===== src/rtl/button_pulse_gen_if.sv =====
// Button conditioner bundle: raw button in, debounced level and press strobe out.
interface button_pulse_gen_if;
  logic btn_raw;
  logic level;
  logic pulse;

  modport master (output btn_raw, input level, input pulse);
  modport slave  (input btn_raw, output level, output pulse);
endinterface


===== src/rtl/button_pulse_gen.sv =====
// Debounces a bouncing pushbutton into a clean level plus a single-cycle
// press strobe (one physical press -> exactly one pulse).
module button_pulse_gen #(
  parameter int DIV    = 100000,
  parameter int STABLE = 5
) (
  input  logic               clk,
  input  logic               rst,
  button_pulse_gen_if.slave  btn
);

  localparam int PW = $clog2(DIV);
  localparam int SW = $clog2(STABLE + 1);
  localparam logic [PW-1:0] PMAX = PW'(DIV - 1);
  localparam logic [SW-1:0] SMAX = SW'(STABLE - 1);

  typedef enum logic [1:0] {LOW, ARM_HI, HIGH, ARM_LO} state_t;

  state_t          state_q, state_d;
  logic [PW-1:0]   pcnt_q, pcnt_d;
  logic [SW-1:0]   scnt_q, scnt_d;
  logic            s1_q, btn_s_q;
  logic            level_q, level_d;
  logic            pulse_q, pulse_d;
  logic            tick;
  logic            last_tick;

  // Two-flop synchronizer for the asynchronous button pin
  always_ff @(posedge clk) begin
    if (rst) begin
      s1_q    <= 1'b0;
      btn_s_q <= 1'b0;
    end else begin
      s1_q    <= btn.btn_raw;
      btn_s_q <= s1_q;
    end
  end

  assign tick      = (pcnt_q == PMAX);
  assign last_tick = tick && (scnt_q == SMAX);

  always_ff @(posedge clk) begin
    if (rst) begin
      state_q <= LOW;
      pcnt_q  <= '0;
      scnt_q  <= '0;
      level_q <= 1'b0;
      pulse_q <= 1'b0;
    end else begin
      state_q <= state_d;
      pcnt_q  <= pcnt_d;
      scnt_q  <= scnt_d;
      level_q <= level_d;
      pulse_q <= pulse_d;
    end
  end

  always_comb begin
    state_d = state_q;
    pcnt_d  = pcnt_q;
    scnt_d  = scnt_q;
    unique case (state_q)
      LOW: begin
        if (btn_s_q) begin
          state_d = ARM_HI;
          pcnt_d  = '0;
          scnt_d  = '0;
        end
      end
      ARM_HI: begin
        if (!btn_s_q) begin
          state_d = LOW;
        end else if (tick) begin
          pcnt_d = '0;
          scnt_d = scnt_q + 1'b1;
          if (last_tick) state_d = HIGH;
        end else begin
          pcnt_d = pcnt_q + 1'b1;
        end
      end
      HIGH: begin
        if (!btn_s_q) begin
          state_d = ARM_LO;
          pcnt_d  = '0;
          scnt_d  = '0;
        end
      end
      ARM_LO: begin
        if (btn_s_q) begin
          state_d = HIGH;
        end else if (tick) begin
          pcnt_d = '0;
          scnt_d = scnt_q + 1'b1;
          if (last_tick) state_d = LOW;
        end else begin
          pcnt_d = pcnt_q + 1'b1;
        end
      end
      default: state_d = LOW;
    endcase

    // Outputs registered from the next state so they line up with the transition edge
    level_d = (state_d == HIGH) || (state_d == ARM_LO);
    pulse_d = (state_q == ARM_HI) && (state_d == HIGH);
  end

  assign btn.level = level_q;
  assign btn.pulse = pulse_q;

endmodule


===== src/flat_wrapper.sv =====
// flat-port wrapper written by rule: the top's interface ports become plain ports
module button_pulse_gen_flat 
#(
  parameter int DIV    = 100000,
  parameter int STABLE = 5
)
  (clk, rst, btn_btn_raw, btn_level, btn_pulse);
  button_pulse_gen_if btn_i ();
  input  logic clk;
  input  logic rst;
  input wire logic [$bits(btn_i.btn_raw)-1:0] btn_btn_raw;
  output wire logic [$bits(btn_i.level)-1:0] btn_level;
  output wire logic [$bits(btn_i.pulse)-1:0] btn_pulse;
  assign btn_i.btn_raw = btn_btn_raw;
  assign btn_level = btn_i.level;
  assign btn_pulse = btn_i.pulse;
  button_pulse_gen #(.DIV(DIV), .STABLE(STABLE)) u_core (.clk(clk), .rst(rst), .btn(btn_i));
endmodule

===== config.mk =====
export PLATFORM = sky130hd
export DESIGN_NAME = button_pulse_gen_flat
export DESIGN_NICKNAME = d
export VERILOG_FILES = /design/src/rtl/button_pulse_gen_if.sv /design/src/rtl/button_pulse_gen.sv /design/src/flat_wrapper.sv
export SDC_FILE = /design/constraint.sdc
export NUM_CORES = 1
export LEC_CHECK = 0
export CAP_MARGIN = 10
export CELL_PAD_IN_SITES_DETAIL_PLACEMENT = 1
export CELL_PAD_IN_SITES_GLOBAL_PLACEMENT = 2
export CORE_MARGIN = 1
export CORE_UTILIZATION = 31
export DETAILED_ROUTE_END_ITERATION = 16
export GPL_ROUTABILITY_DRIVEN = 0
export PLACE_DENSITY_LB_ADDON = 0.05
export REMOVE_ABC_BUFFERS = 1
export SETUP_SLACK_MARGIN = 0.3
export SYNTH_ARGS = -nofsm -noshare
export SYNTH_HDL_FRONTEND = slang
export SYNTH_SLANG_ARGS = --single-unit

===== constraint.sdc =====
create_clock -name clk -period 2.4 [get_ports clk]
set_clock_uncertainty 0.1 [all_clocks]
set_input_delay 0.6 -clock clk [delete_from_list [all_inputs] [get_ports clk]]
set_output_delay 0.6 -clock clk [all_outputs]
set_load 0.01 [all_outputs]

Yosys cells after proc, flatten, opt, wreduce, memory -nomap -nowiden
Index checks and enable logic that the tools add are counted.
- register bits after elaboration: 26
- input port bits: 3
- output and inout port bits: 2
- word-level logic and storage cells: 46
- $add $sub $neg: 2
- equal/unequal tests: 11
- multiplexer cells: 21
- reductions and logical operators: 5
- operator list (cell ; count):
    2-to-1 mux 17 bit ; 5
    one-hot mux 17 bit (4 select lines) ; 1
    adder 17 x 1 -> 17 bit (second input constant) ; 1
    == test 17 bit (second input constant) ; 1
    2-to-1 mux 2 bit ; 8
    2-to-1 mux 3 bit ; 5
    one-hot mux 3 bit (4 select lines) ; 1
    == test 2 bit (second input constant) ; 4
    one-hot mux 2 bit (4 select lines) ; 1
    != test 2 x 1 -> 1 bit (second input constant) ; 2
    != test 2 bit (second input constant) ; 2
    AND reduction 4 bit ; 1
    adder 3 x 1 -> 3 bit (second input constant) ; 1
    == test 3 bit (second input constant) ; 1
    == test 2 x 1 -> 1 bit (second input constant) ; 1
    logical AND 1 bit ; 2
    logical NOT 2 bit ; 1
    logical OR 1 bit ; 1

Logic depth before layout (Yosys ltp)
Gate-level depths: netlist of run 1.
- depth after elaboration: 8
- mapped depth: 6

Least setup slack after synthesis of run 1
No wires, ideal clock.
- path kind: flip-flop to flip-flop
- start: register u_core.pcnt_q[13]
- end: register u_core.pcnt_q[15]
- library setup time: 0.122 ns
- arrival time: 1.691 ns
- required time: 2.178 ns
- slack: 0.487 ns
- cell stages (with the launch flop): 6
- path through: dfxtp_1 -> or4b_1 -> o41a_1 -> o21bai_4 -> buf_4 -> a21oi_1
- cells in the longest elaborated chain, start to end: 4
- elaborated cells between the ends (all ways): 6
- ends and longest elaborated chain (item ; line ; text):
    start, declared ; button_pulse_gen.sv:20 ; logic [PW-1:0] pcnt_q, pcnt_d;
    start signal, assigned ; button_pulse_gen.sv:51 ; pcnt_q <= pcnt_d;
    adder 17 x 1 -> 17 bit / == test 17 bit (equally long branches) ; button_pulse_gen.sv:78, button_pulse_gen.sv:96, button_pulse_gen.sv:39 ;
    2-to-1 mux 17 bit (*) ; button_pulse_gen.sv:73, button_pulse_gen.sv:91 ;
    2-to-1 mux 17 bit, on equally long branches ; button_pulse_gen.sv:89, button_pulse_gen.sv:71 ;
    one-hot mux 17 bit (4 select lines) (*) ; button_pulse_gen.sv:62 ; unique case (state_q)
Every way passes the cells marked *; elsewhere a longest branch is shown, timed or not. The select of a mux whose other input is x is not followed.
A chain may end at the register's enable or synchronous reset.

Worst setup path after layout of run 1
- start: register u_core.pcnt_q[11]
- end: register u_core.pcnt_q[15]
Same word-level chain as after synthesis.

==> results of run 1 <==
[cells by family after synthesis]
kind of cell,Yosys count,synth area share
AOI/OAI and AO/OA,23,0.117
xor gates and xnor gates,10,0.0740
adders and majority gates,3,0.0317
buffers and inverters,7,0.0264
DFF,26,0.440
muxes,2,0.0169
and+or+nand+nor,60,0.294
[Yosys cell counts (3+ instances only)]
master,instances
nor3_1,4
xnor2_1,7
nand3_1,4
nor2_1,10
xor2_1,3
nand2_1,10
o21ai_0,9
or3_1,7
inv_1,3
ha_1,3
dfxtp_1,26
a21oi_1,10
nand4_1,8
[timing repair]
action,in CTS,in global routing
hold buffers,0,0
gates resized for setup,1,3
setup buffers,2,1
endpoints found under the setup margin,16,16
pin swaps,1,2
[worst paths after layout]
| kind | from | end | slack [ns] | cells after the start |
|---|---|---|---|---|
| worst max register to register | u_core.pcnt_q[11] | u_core.pcnt_q[15] | 0.40 | 5 |
| worst min-delay path | u_core.s1_q | u_core.btn_s_q | 0.36 | 1 |
| worst min register to register | u_core.s1_q | u_core.btn_s_q | 0.36 | 1 |
| worst max-delay path | u_core.pcnt_q[11] | u_core.pcnt_q[15] | 0.40 | 5 |
[flip-flops by register name (all words and copies together), names as in the netlist]
name	cells
u_core.btn_s_q	1
u_core.state_q	2
u_core.pcnt_q	17
u_core.scnt_q	3
u_core.btn.pulse	1
u_core.s1_q	1
u_core.btn.level	1
[final cells by class]
class	instances	area, um^2
Inverter	3	11.3
Timing Repair Buffer	8	82.6
Tap cell	48	60.1
Fill cell	430	2280
Clock buffer	4	55.1
Sequential cell	26	520
Multi-Input combinational cell	98	652
[power groups by stage]
stage	sequential, W	clock [W]	combinational (W)
floorplan	0.000446	0	0.0000136
global placement	0.000447	0	0.0000242
detailed placement	0.000447	0	0.0000250
CTS	0.000437	0.000304	0.0000313
global route	0.000437	0.000317	0.0000346
finish	0.000436	0.000289	0.0000311
[layer usage]
| metal | vias to the layer above | share of wire | global-route usage |
|---|---|---|---|
| met5 | - | 0 | 0 |
| li1 | 492 | - | - |
| met2 | 11 | 0.51 | 0.293 |
| met1 | 475 | 0.46 | 0.181 |
| met4 | 0 | 0.015 | 0.0682 |
| met3 | 4 | 0.019 | 0.0268 |
[worst max-delay path: stages, from the launching register on]
cell and delay (ns):
dfxtp_1 0.37, or4b_4 0.56, o41a_1 0.46, o21bai_4 0.20, buf_4 0.16, a21oi_1 0.05
[stage by stage]
stage	setup slack [ns]	util	hold WS, ns	instance area [um^2]	power (W)
after detailed placement	0.275	0.347	0.345	1270	0.000472
after global placement	0.302	0.347	0.331	1270	0.000471
after floorplan	0.461	-	0.314	1160	0.000460
after global routing	0.306	0.377	0.378	1380	0.000789
final	0.399	0.377	0.360	1380	0.000757
after CTS	0.331	0.372	0.361	1360	0.000771
==> summary.txt, run 1 <==
Run status
  • Outcome: finished clean

Layout
  • Fraction of layout cells with a size suffix above 1: 0.0935
  • Non-Filler Instances: roughly 190
  • Commonest non-fill, non-tap cell in the layout: dfxtp_1
  • Area delta synth->final: 16.7%
  • Commonest cells after routing, fill and taps aside: dfxtp_1 (26), a21oi_1 (10), nor2_1 (10), nand2_1 (10), o21ai_0 (9)
  • Nets@finish: ~150
  • # diodes: 0

STA
  • RSZ-0062 raised after global routing: false
  • Slew Limit Fails: 0
  • Slew margin rel.: 0.621
  • Final setup fails: 0
  • Max Clk Rate: between 400 and 500 MHz
  • Setup_tns: 0 ns
  • Final Hold Viols: 0
  • Worst-margin pin slew: around 0.57 ns
  • Final period utilization: 0.834
  • Final critical-path required period: roughly 2.0 ns

Power
  • Gate power share: 0.041
  • Psw: between 0.00015 and 0.0002 W
  • Cell Pwr Density: ~550 nW/um^2
  • Clock Power Share: 0.382
  • Peak supply drop: 0.270 mV
  • Static Leakage: 0.448 nW
  • Switching share of total power: 0.213
  • Int Pwr: slightly below 0.0006 W
  • Register share of total power: 0.577

Drt
  • Post-route ant nets: 0
  • Vias/cell: around 5.3
  • DRT Pass-1 Iters: 4
  • Final wirelength: between 2000 and 3000 um
  • DRC violations left: 0
  • Vias post-DR: about 980
  • Starting DRT DRC Count: 36
  • Routed wire length per instance: about 15 um

GRT
  • Total track usage: 0.160
  • Total grt overflow: 0
  • First-pass GRT wire length: between 4000 and 5000 um
  • Initial antenna violation count: 0
  • Vias in the first global route: 1074
  • Maximum number of pins on one net before global-route repair: 15

Clock network
  • Clk buf depth: 2
  • Num Clock Sinks: 26
  • CTS tree: done
  • Clock slew at reported path FFs: 0.09 ns
  • H-Tree Depth: 1
  • Clk Latency, worst-skew pair: about 0.28 ns
  • Root buffer cell: clkbuf_8
  • Cts bufs inserted: 3

Die
  • Chip height: about 64 um
  • Site Rows: 22
  • Io pins: 5
  • Initial core utilization: 0.323
  • Chip width: ~64 um
  • Core ar.: roughly 3700 um^2
  • Die area: ~4000 um^2

Placed design
  • Placed cell count: 180
  • DP HPWL: a little under 2000 um
  • Port bufs: 4

Worst setup path
  • Worst-path fanout max: 6
  • Worst Path Arrival: 2.06 ns
  • Crit end category: register
  • Critical Setup Path Class: reg -> reg
  • Crit path launch type: register
  • Worst Path Required: between 2 and 2.5 ns

Min path
  • Worst min path class: reg -> reg

Yosys
  • Synth Instances: between 100 and 150
  • Synth Warn #: 0
  • EDFF count, synth: 0
  • Ys flop type: dfxtp_1
  • Syn_area_per_cell: approximately 9 um^2
  • Sequential fraction of the synthesis area: 0.440
  • Ys async rst share: 0
  • Cell Area, Synth: 1180 um^2
  • Yosys cell types: 32
  • Synth area leaders: dfxtp_1 (44%), xnor2_1 (5.2%), a21oi_1 (4.2%)
  • Yosys reg bits: 26
  • Cell taking the most area after synthesis: dfxtp_1
  • Post-synth top area share: 0.440

Job
  • Max-cap violations: 0
(Power assumes the default switching activity.)
==> run 2, diff against run 1 <==
clock period = 1.7 ns   (was 2.4 ns; I/O delays follow)
==> run 2 against run 1 <==
- the flow now finishes with violations (negative setup slack)
- first-iteration DRC count fell by 33%
- clock-buffer cell count down 1
- worst setup slack got worse by 0.57 ns
- total power is 56% higher
- maximum frequency rose by 7.1%
- critical path depth stayed put
- highest routed layer unchanged
==> summary.txt, run 2 (synthesis results as in run 1) <==
Placed design
  • Placed cell count: 210
  • Port bufs: 4
  • Pre-CTS setup slack: -0.206 ns
  • DP HPWL: about 2300 um

Layout
  • Commonest cells after routing, fill and taps aside: buf_4 (32), dfxtp_1 (23), nor2_1 (10), nand2_1 (10), a21oi_1 (9)
  • Largest regs: u_core.pcnt_q: 17 flops, u_core.scnt_q: 3 flops, u_core.state_q: 2 flops
  • Flip-flop count of the largest register after layout: 17
  • Non-Filler Instances: ~220
  • Area delta synth->final: 40.0%
  • Top reg by flops: u_core.pcnt_q
  • Commonest non-fill, non-tap cell in the layout: buf_4
  • # diodes: 0
  • Fraction of layout cells with a size suffix above 1: 0.310
  • Nets@finish: 175

GRT
  • Most used routing layer: met2
  • First-pass GRT wire length: ~5300 um
  • Initial antenna violation count: 0
  • M3 GR Usage: 0.0429
  • Global-route met1 utilization: 0.190
  • Total track usage: 0.170
  • GRT met2 Usage: 0.315
  • Total grt overflow: 0
  • Maximum number of pins on one net before global-route repair: 18
  • Vias in the first global route: 1159

Worst setup path
  • Critical Setup Path Class: reg -> reg
  • Worst Path Arrival: between 1.5 and 2 ns
  • Worst Path Required: roughly 1.8 ns
  • CP top delay family: compound AO/OA/AOI/OAI gates
  • Slowest cell delay on critical path: ~0.55 ns
  • WP buf/inv: 1
  • CP cell instances: or4b_4 > o41a_1 > o21bai_4 > buf_12 > a21oi_1
  • Flop-to-flop setup slack: -0.17 ns
  • Worst-path fanout max: 17
  • Crit-path slowest cell: or4b_4
  • Crit path launch type: register
  • Crit end category: register

Die
  • Core ar.: approximately 3700 um^2
  • Io pins: 5
  • Chip height: 63.8 um
  • Site Rows: 22
  • Die area: between 4000 and 5000 um^2
  • Initial core utilization: 0.323
  • Chip width: roughly 64 um

Clock network
  • Root buffer cell: clkbuf_8
  • Clk Latency, worst-skew pair: approximately 0.27 ns
  • CTS tree: done
  • Hold_buf cts: 0
  • Clock slew at reported path FFs: around 0.090 ns
  • Num Clock Sinks: 26
  • H-Tree Depth: 1
  • Cts bufs inserted: 3
  • Clk buf depth: 2

Job
  • Max-cap violations: 0

Drt
  • DRT Pass-1 Iters: 2
  • Routed wire length per instance: between 10 and 15 um
  • Vias post-DR: approximately 1100
  • Starting DRT DRC Count: 24
  • Final wirelength: roughly 2900 um
  • Post-route ant nets: 0
  • DRC violations left: 0
  • Vias/cell: roughly 5

STA
  • Worst-margin pin slew: approximately 0.4 ns
  • Setup ws final: -0.168 ns
  • Final Hold Viols: 0
  • Worst hold slack: about 0.35 ns
  • Final critical-path required period: 1.87 ns
  • Slew margin rel.: 0.739
  • RSZ-0062 raised after global routing: true
  • Slew Limit Fails: 0
  • Final setup fails: 23
  • Final period utilization: 1.10
  • Max Clk Rate: 535 MHz

Power
  • Gate power share: 0.045
  • Cell Pwr Density: 714 nW/um^2
  • Switching share of total power: 0.192
  • Register share of total power: 0.521
  • Static Leakage: roughly 0.61 nW
  • Peak supply drop: ~0.48 mV
  • Clock Power Share: 0.434
  • Int Pwr: 0.000956 W
  • Psw: 0.000227 W

Min path
  • Worst min path class: reg -> reg

Run status
  • Failing checks: negative setup slack
  • Outcome: finished, violations left
[run 2: layout make-up]
type,count,area [um^2]
Clock buffer,3,41.3
Clock inverter,1,30.0
Fill cell,421,2000
Inverter,3,11.3
Multi-Input combinational cell,98,689
Sequential cell,26,524
Tap cell,48,60.1
Timing Repair Buffer,37,300
[run 2: power by group through the flow]
stage / Combinational (W) / Clock, W / Sequential, W
after floorplan: 0.0000192 / 0 / 0.000630
after global placement: 0.0000526 / 0 / 0.000630
after detailed placement: 0.0000526 / 0 / 0.000630
after CTS: 0.0000533 / 0.000535 / 0.000616
after global routing: 0.0000597 / 0.000569 / 0.000617
final: 0.0000536 / 0.000513 / 0.000616
[run 2: worst paths after layout]
check        cells after the start             start                end
max                              5  u_core.pcnt_q[8]  u_core.pcnt_q[15]
max reg2reg                      5  u_core.pcnt_q[8]  u_core.pcnt_q[15]
min reg2reg                      1       u_core.s1_q     u_core.btn_s_q
min                              1       u_core.s1_q     u_core.btn_s_q
[run 2: through the flow]
step	util	power [W]	TNS [ns]	cell area [um^2]
floorplan	-	0.000649	-3.66	1160
global route	0.452	0.00125	-4.77	1660
global placement	0.412	0.000682	-4.08	1510
detailed placement	0.412	0.000682	-4.12	1510
finish	0.452	0.00118	-3.28	1660
CTS	0.444	0.00120	-3.61	1620
[run 2: worst reg2reg max path, stage by stage, from the launching register on]
cell and delay (ns):
dfxtp_2 0.33, or4b_4 0.55, o41a_1 0.43, o21bai_4 0.15, buf_12 0.16, a21oi_1 0.05
[run 2: layer usage]
metal  up-vias  wire, um  part of all wire
met2         5      1560              0.53
li1        547         -                 -
met3         2        45             0.015
met1       527      1300              0.45
met5         -         0                 0
met4         0        23            0.0079
[run 2: repair_timing]
item / in CTS / in global routing
setup endpoints to repair: 26 / 26
pin swaps: 3 / 2
buffers inserted: 2 / 0
resized for setup: 12 / 11
==> run 3, diff against run 2 <==
TNS_END_PERCENT = 30   (was not set)
==> run 3 against run 2 <==
- the flow still finishes with violations (negative setup slack)
- critical path depth stayed put
- routed wire length is 1.5% lower
- global-route usage stayed put
- combinational power is 1% lower
- sequential power hardly changed
- worst hold slack hardly changed
- cell area is 0.91% lower
- register-to-register slack hardly changed
- die area stayed put
- clock power hardly changed
- maximum frequency hardly changed
- highest routed layer unchanged
==> summary.txt, run 3 (synthesis results as in run 1) <==
Run status
  • Outcome: finished, violations left
  • Failing checks: negative setup slack

Die
  • Die area: ~4000 um^2
  • Chip height: roughly 64 um
  • Io pins: 5
  • Core ar.: between 3000 and 4000 um^2
  • Initial core utilization: 0.323
  • Chip width: around 64 um
  • Site Rows: 22

STA
  • Slew Limit Fails: 0
  • Final Hold Viols: 0
  • Max Clk Rate: ~540 MHz
  • Worst-margin pin slew: ~0.4 ns
  • Final critical-path required period: ~1.9 ns
  • RSZ-0062 raised after global routing: true
  • Slew margin rel.: 0.739
  • Final period utilization: 1.10
  • Final setup fails: 23
  • Setup ws final: -0.169 ns

Layout
  • Fraction of layout cells with a size suffix above 1: 0.292
  • Nets@finish: ~180
  • Fillers: ~420
  • Largest regs: u_core.pcnt_q: 17 flops, u_core.scnt_q: 3 flops, u_core.state_q: 2 flops
  • # diodes: 0
  • Register area: approximately 530 um^2
  • Flip-flop count of the largest register after layout: 17
  • Top reg by flops: u_core.pcnt_q
  • Area delta synth->final: 38.7%
  • Commonest cells after routing, fill and taps aside: buf_4 (32), dfxtp_1 (22), a21oi_1 (10), nor2_1 (10), nand2_1 (10)
  • Multi-input logic area: between 600 and 700 um^2
  • Non-Filler Instances: 216
  • Commonest non-fill, non-tap cell in the layout: buf_4

Power
  • Cell Pwr Density: between 700 and 800 nW/um^2
  • Static Leakage: a little over 0.6 nW
  • Peak supply drop: approximately 0.48 mV

Clock network
  • Hold_buf cts: 0
  • CTS tree: done
  • Clk Latency, worst-skew pair: approximately 0.27 ns
  • Clk buf depth: 2
  • Num Clock Sinks: 26
  • Cts bufs inserted: 3
  • H-Tree Depth: 1
  • Clock slew at reported path FFs: roughly 0.09 ns
  • Root buffer cell: clkbuf_8

GRT
  • Vias in the first global route: about 1200
  • Total grt overflow: 0
  • Maximum number of pins on one net before global-route repair: 18
  • First-pass GRT wire length: between 5000 and 6000 um
  • Total track usage: 0.170
  • Initial antenna violation count: 0

Drt
  • Vias post-DR: about 1100
  • Routed wire length per instance: around 13 um
  • DRT Pass-1 Iters: 2
  • Vias/cell: around 5
  • Final wirelength: 2880 um
  • Post-route ant nets: 0
  • DRC violations left: 0
  • Starting DRT DRC Count: 20

Min path
  • Hold-critical path depth: 1
  • Min-delay src: u_core.s1_q
  • Worst min path class: reg -> reg

Worst setup path
  • CP Launch Point: u_core.pcnt_q[8]
  • Crit path launch type: register
  • Worst-path fanout max: 17
  • Crit end category: register
  • Critical Setup Path Class: reg -> reg
  • Worst Path Arrival: a little under 2 ns
  • Worst Path Required: roughly 1.8 ns
  • R2R Path Start: u_core.pcnt_q[8]
  • Reg2Reg Depth: 5

Placed design
  • Port bufs: 4
  • DP HPWL: around 2300 um
  • Pre-CTS setup slack: -0.206 ns
  • Placed cell count: 210

Job
  • Max-cap violations: 0
-- run 3: cell counts in the layout (fill, tap and decap cells not counted) --
No cell type changed its count.
-- run 3: repair_timing --
action / in CTS / in global routing
endpoints found under the hold margin: 0 / 0
pin swaps: 4 / 1
setup buffers: 2 / 0
setup endpoints to repair: 26 / 26
gates resized for setup: 11 / 7
gates cloned: 0 / 0
-- run 3: power breakdown --
part / leakage [nW] / switching [W] / total, W / internal [W]
logic: 0.360 / 0.0000249 / 0.0000528 / 0.0000279
registers: 0.212 / 0.00000341 / 0.000616 / 0.000613
clock network: 0.0357 / 0.000197 / 0.000512 / 0.000315
-- run 3: worst max-delay path: stages, from the launching register on --
cell and delay, ns:
dfxtp_2 0.33, or4b_4 0.55, o41a_1 0.43, o21bai_4 0.15, buf_12 0.16, a21oi_1 0.05
-- run 3: final timing paths --
path	slack, ns	endpoint
setup reg to reg	-0.17	u_core.pcnt_q[13]
hold / removal	0.35	u_core.btn_s_q
hold reg to reg	0.35	u_core.btn_s_q
setup / recovery	-0.17	u_core.pcnt_q[13]
-- run 3: routing by layer --
metal / wire length, um / share of wire / track usage / vias up
met2: 1550 / 0.54 / 0.315 / 5
met4: 23 / 0.0080 / 0.0426 / 0
li1: - / - / - / 548
met3: 45 / 0.016 / 0.0429 / 2
met5: 0 / 0 / 0 / -
met1: 1270 / 0.44 / 0.190 / 534
-- run 3: layout make-up --
type / count / area share
Tap cell: 48 / 0.0366
Clock inverter: 1 / 0.0183
Sequential cell: 26 / 0.320
Clock buffer: 3 / 0.0252
Timing Repair Buffer: 37 / 0.183
Multi-Input combinational cell: 98 / 0.410
Inverter: 3 / 0.00686
-- run 3: through the flow --
step	utilization	setup TNS [ns]	hold slack, ns	total power [W]	area, um^2
final	0.448	-3.26	0.346	0.00118	1640
after detailed placement	0.412	-4.12	0.330	0.000682	1510
after CTS	0.442	-3.63	0.352	0.00120	1620
after global routing	0.448	-4.78	0.370	0.00124	1640
after floorplan	-	-3.66	0.314	0.000649	1160
after global placement	0.412	-4.08	0.333	0.000682	1510
==> edit: new RTL, config.mk and constraints of run 1 <==
`STABLE` is set to 5 in 2 places; all go to 10.
--- a/src/rtl/button_pulse_gen.sv
+++ b/src/rtl/button_pulse_gen.sv
@@ -4,3 +4,3 @@
   parameter int DIV    = 100000,
-  parameter int STABLE = 5
+  parameter int STABLE = 10
 ) (
--- a/src/flat_wrapper.sv
+++ b/src/flat_wrapper.sv
@@ -4,3 +4,3 @@
   parameter int DIV    = 100000,
-  parameter int STABLE = 5
+  parameter int STABLE = 10
 )
Function: no difference found for any inputs over 10 cycles, from zero or initial values and one cycle with rst high; that may be too few to reach the edited logic, so the function may still have changed.
==> edit against run 1 <==
  * Design area increased by 6.3%
  * Wire length increased by 10%
  * Sequential cell count increased by 1
  * Area after synthesis increased by 8.5%
  * Cell count increased by 6.4%
  * Critical path depth unchanged
  * Via count increased by 12%
  * Setup slack improved by 0.011 ns
  * Synthesized cell count increased by 8.4%
  * Die area increased by 8.2%
  * Largest power group unchanged
  * Largest cell class unchanged
  * Non-clock buffer count increased by 2
  * Maximum frequency increased by 0.55%
  * Highest routed layer unchanged
  * Total power decreased by 1.4%
==> edit: results (changes against run 1) <==
GRT
  • Largest net degree at the start of global routing: 17 (was 15)
  • Vias in the first global route: 1,074 (unchanged)
  • GRT Total Usage: 15.6% (was 16.0%)
  • First-pass GRT wire length: 5150 um (was 4950 um)
  • Initial antenna violation count: 0 (unchanged)

Cells and area
  • ANT cells: 0 (unchanged)
  • Layout Nets: 156 (was 146)
  • Biggest regs: u_core.pcnt_q x17, u_core.scnt_q x4, u_core.state_q x2 (was u_core.pcnt_q x17, u_core.scnt_q x3, u_core.state_q x2)
  • Layout cells sized above 1: 12.8% (was 9.35%)

Placed design
  • IO Port Bufs: 4 (unchanged)
  • Dpl hpwl: 2240 um (was 1920 um)

Routing
  • Wirelength, routed: 3030 um (was 2750 um)
  • M1 wire length: 1560 um (was 1260 um)
  • Highest Signal Layer: met4 (unchanged)
  • Met3 wire length: 51 um (unchanged)
  • First drt pass iteration count: 4 (unchanged)
  • Iter 0 DRT Violations: 63 (was 36)
  • Met2 wire length: 1410 um (was 1400 um)
  • Vias per inst: 5.53 (was 5.25)

Worst hold path
  • Worst hold path type: reg -> reg (unchanged)

Run status
  • Status: finished clean (unchanged)

Synthesis
  • Post-synthesis async set-or-reset flop share: 0% (unchanged)
  • Top cells by count, synth: 27 x dfxtp_1, 12 x nor3_1, 10 x nand2_1, 9 x xnor2_1 (was 26 x dfxtp_1, 10 x a21oi_1, 10 x nand2_1, 10 x nor2_1, 9 x o21ai_0)
  • Sequential area share after synthesis: 42.1% (was 44.0%)
  • Ys flop type: dfxtp_1 (unchanged)
  • Top post-synthesis cells by area: dfxtp_1 42%, xnor2_1 6.1%, nor3_1 4.7%, a211oi_1 3.5%, or3_1 3.4% (was dfxtp_1 44%, xnor2_1 5.2%, a21oi_1 4.2%, nand4_1 4.2%, o21ai_0 3.8%)
  • Count of cell types in the netlist: 34 (was 32)
  • Yosys warnings: 0 (unchanged)

CTS
  • Clock Pin Slew Worst Setup and Hold Paths: 0.09 ns (about the same)
  • Worst-Skew Late Latency: 0.27 ns
  • CTS root buf: clkbuf_8 (unchanged)
  • H-tree levels: 1 (unchanged)
  • Buffers inserted by post-CTS timing repair: 0 (was 2)
  • Longest Clk Path Bufs: 2 (unchanged)
  • Num CTS Buffers: 3 (unchanged)

Critical path
  • Worst Path Max Fanout: 7 (was 6)
  • Critical path arrival: 2.09 ns (was 2.06 ns)

Timing
  • Worst-Margin Slew: 0.515 ns (was 0.566 ns)

Power and ir drop
  • Peak VDD IR: 0.245 mV (was 0.270 mV)
  • Leak: 0.439 nW (was 0.448 nW)
  • Sw frac: 21.9% (was 21.3%)
## edit: final timing paths
kind | from | endpoint | slack, ns | cells after the start
max | u_core.pcnt_q[0]$_SDFFE_PP0P_ | u_core.pcnt_q[16]$_SDFFE_PP0P_ | 0.41 | 5
min | u_core.s1_q$_SDFF_PP0_ | u_core.btn_s_q$_SDFF_PP0_ | 0.35 | 1
max reg2reg | u_core.pcnt_q[0]$_SDFFE_PP0P_ | u_core.pcnt_q[16]$_SDFFE_PP0P_ | 0.41 | 5
min reg2reg | u_core.s1_q$_SDFF_PP0_ | u_core.btn_s_q$_SDFF_PP0_ | 0.35 | 1
## edit: cell families after synthesis
kind of cell	share of synthesized area, %
simple gates	30.5
flops	42.1
compound gates	11.6
xor+xnor	8.19
buf+inv	3.12
fa+ha+maj	2.92
mux	1.56
## edit: critical path, stage by stage (launching register included)
cell and delay (ns):
dfxtp_2 0.36, ha_2 0.21, nand2_1 0.11, or3_4 0.43, or4_1 0.50, a211oi_2 0.22
## edit: per-stage QoR
| step | worst slack, ns | std cells | cell area (sq um) | total power, mW |
|---|---|---|---|---|
| 3_5_place_dp | 0.294 | 195 | 1400 | 0.498 |
| 5_1_grt | 0.294 | 199 | 1470 | 0.788 |
| 4_1_cts | 0.342 | 199 | 1450 | 0.760 |
| 2_1_floorplan | 0.425 | 135 | 1250 | 0.476 |
| 3_3_place_gp | 0.348 | 195 | 1400 | 0.498 |
| 6_report | 0.410 | 199 | 1470 | 0.747 |
## edit: routing by layer
metal / track usage [%] / vias up
met3: 4.14 / 5
met5: 0 / -
met1: 21.0 / 551
met4: 3.19 / 0
li1: - / 541
met2: 24.6 / 4
## edit: power groups by stage
stage,registers (mW),clock network (mW),logic (mW)
floorplan,0.464,0,0.0123
global placement,0.464,0,0.0331
detailed placement,0.464,0,0.0335
CTS,0.454,0.272,0.0337
global route,0.455,0.297,0.0360
finish,0.454,0.260,0.0328
## edit: repair_timing
action,4_1_cts,5_1_grt
gates cloned,0,0
resized for setup,1,5
setup endpoints to repair,1,17
## edit: cell type report
class / count / area [sq um]
timing repair buffer: 10 / 85.1
fill: 467 / 2530
tap: 50 / 62.6
inverter: 3 / 11.3
sequential: 27 / 543
clock buffer: 4 / 45.0
multi-input combinational: 105 / 722
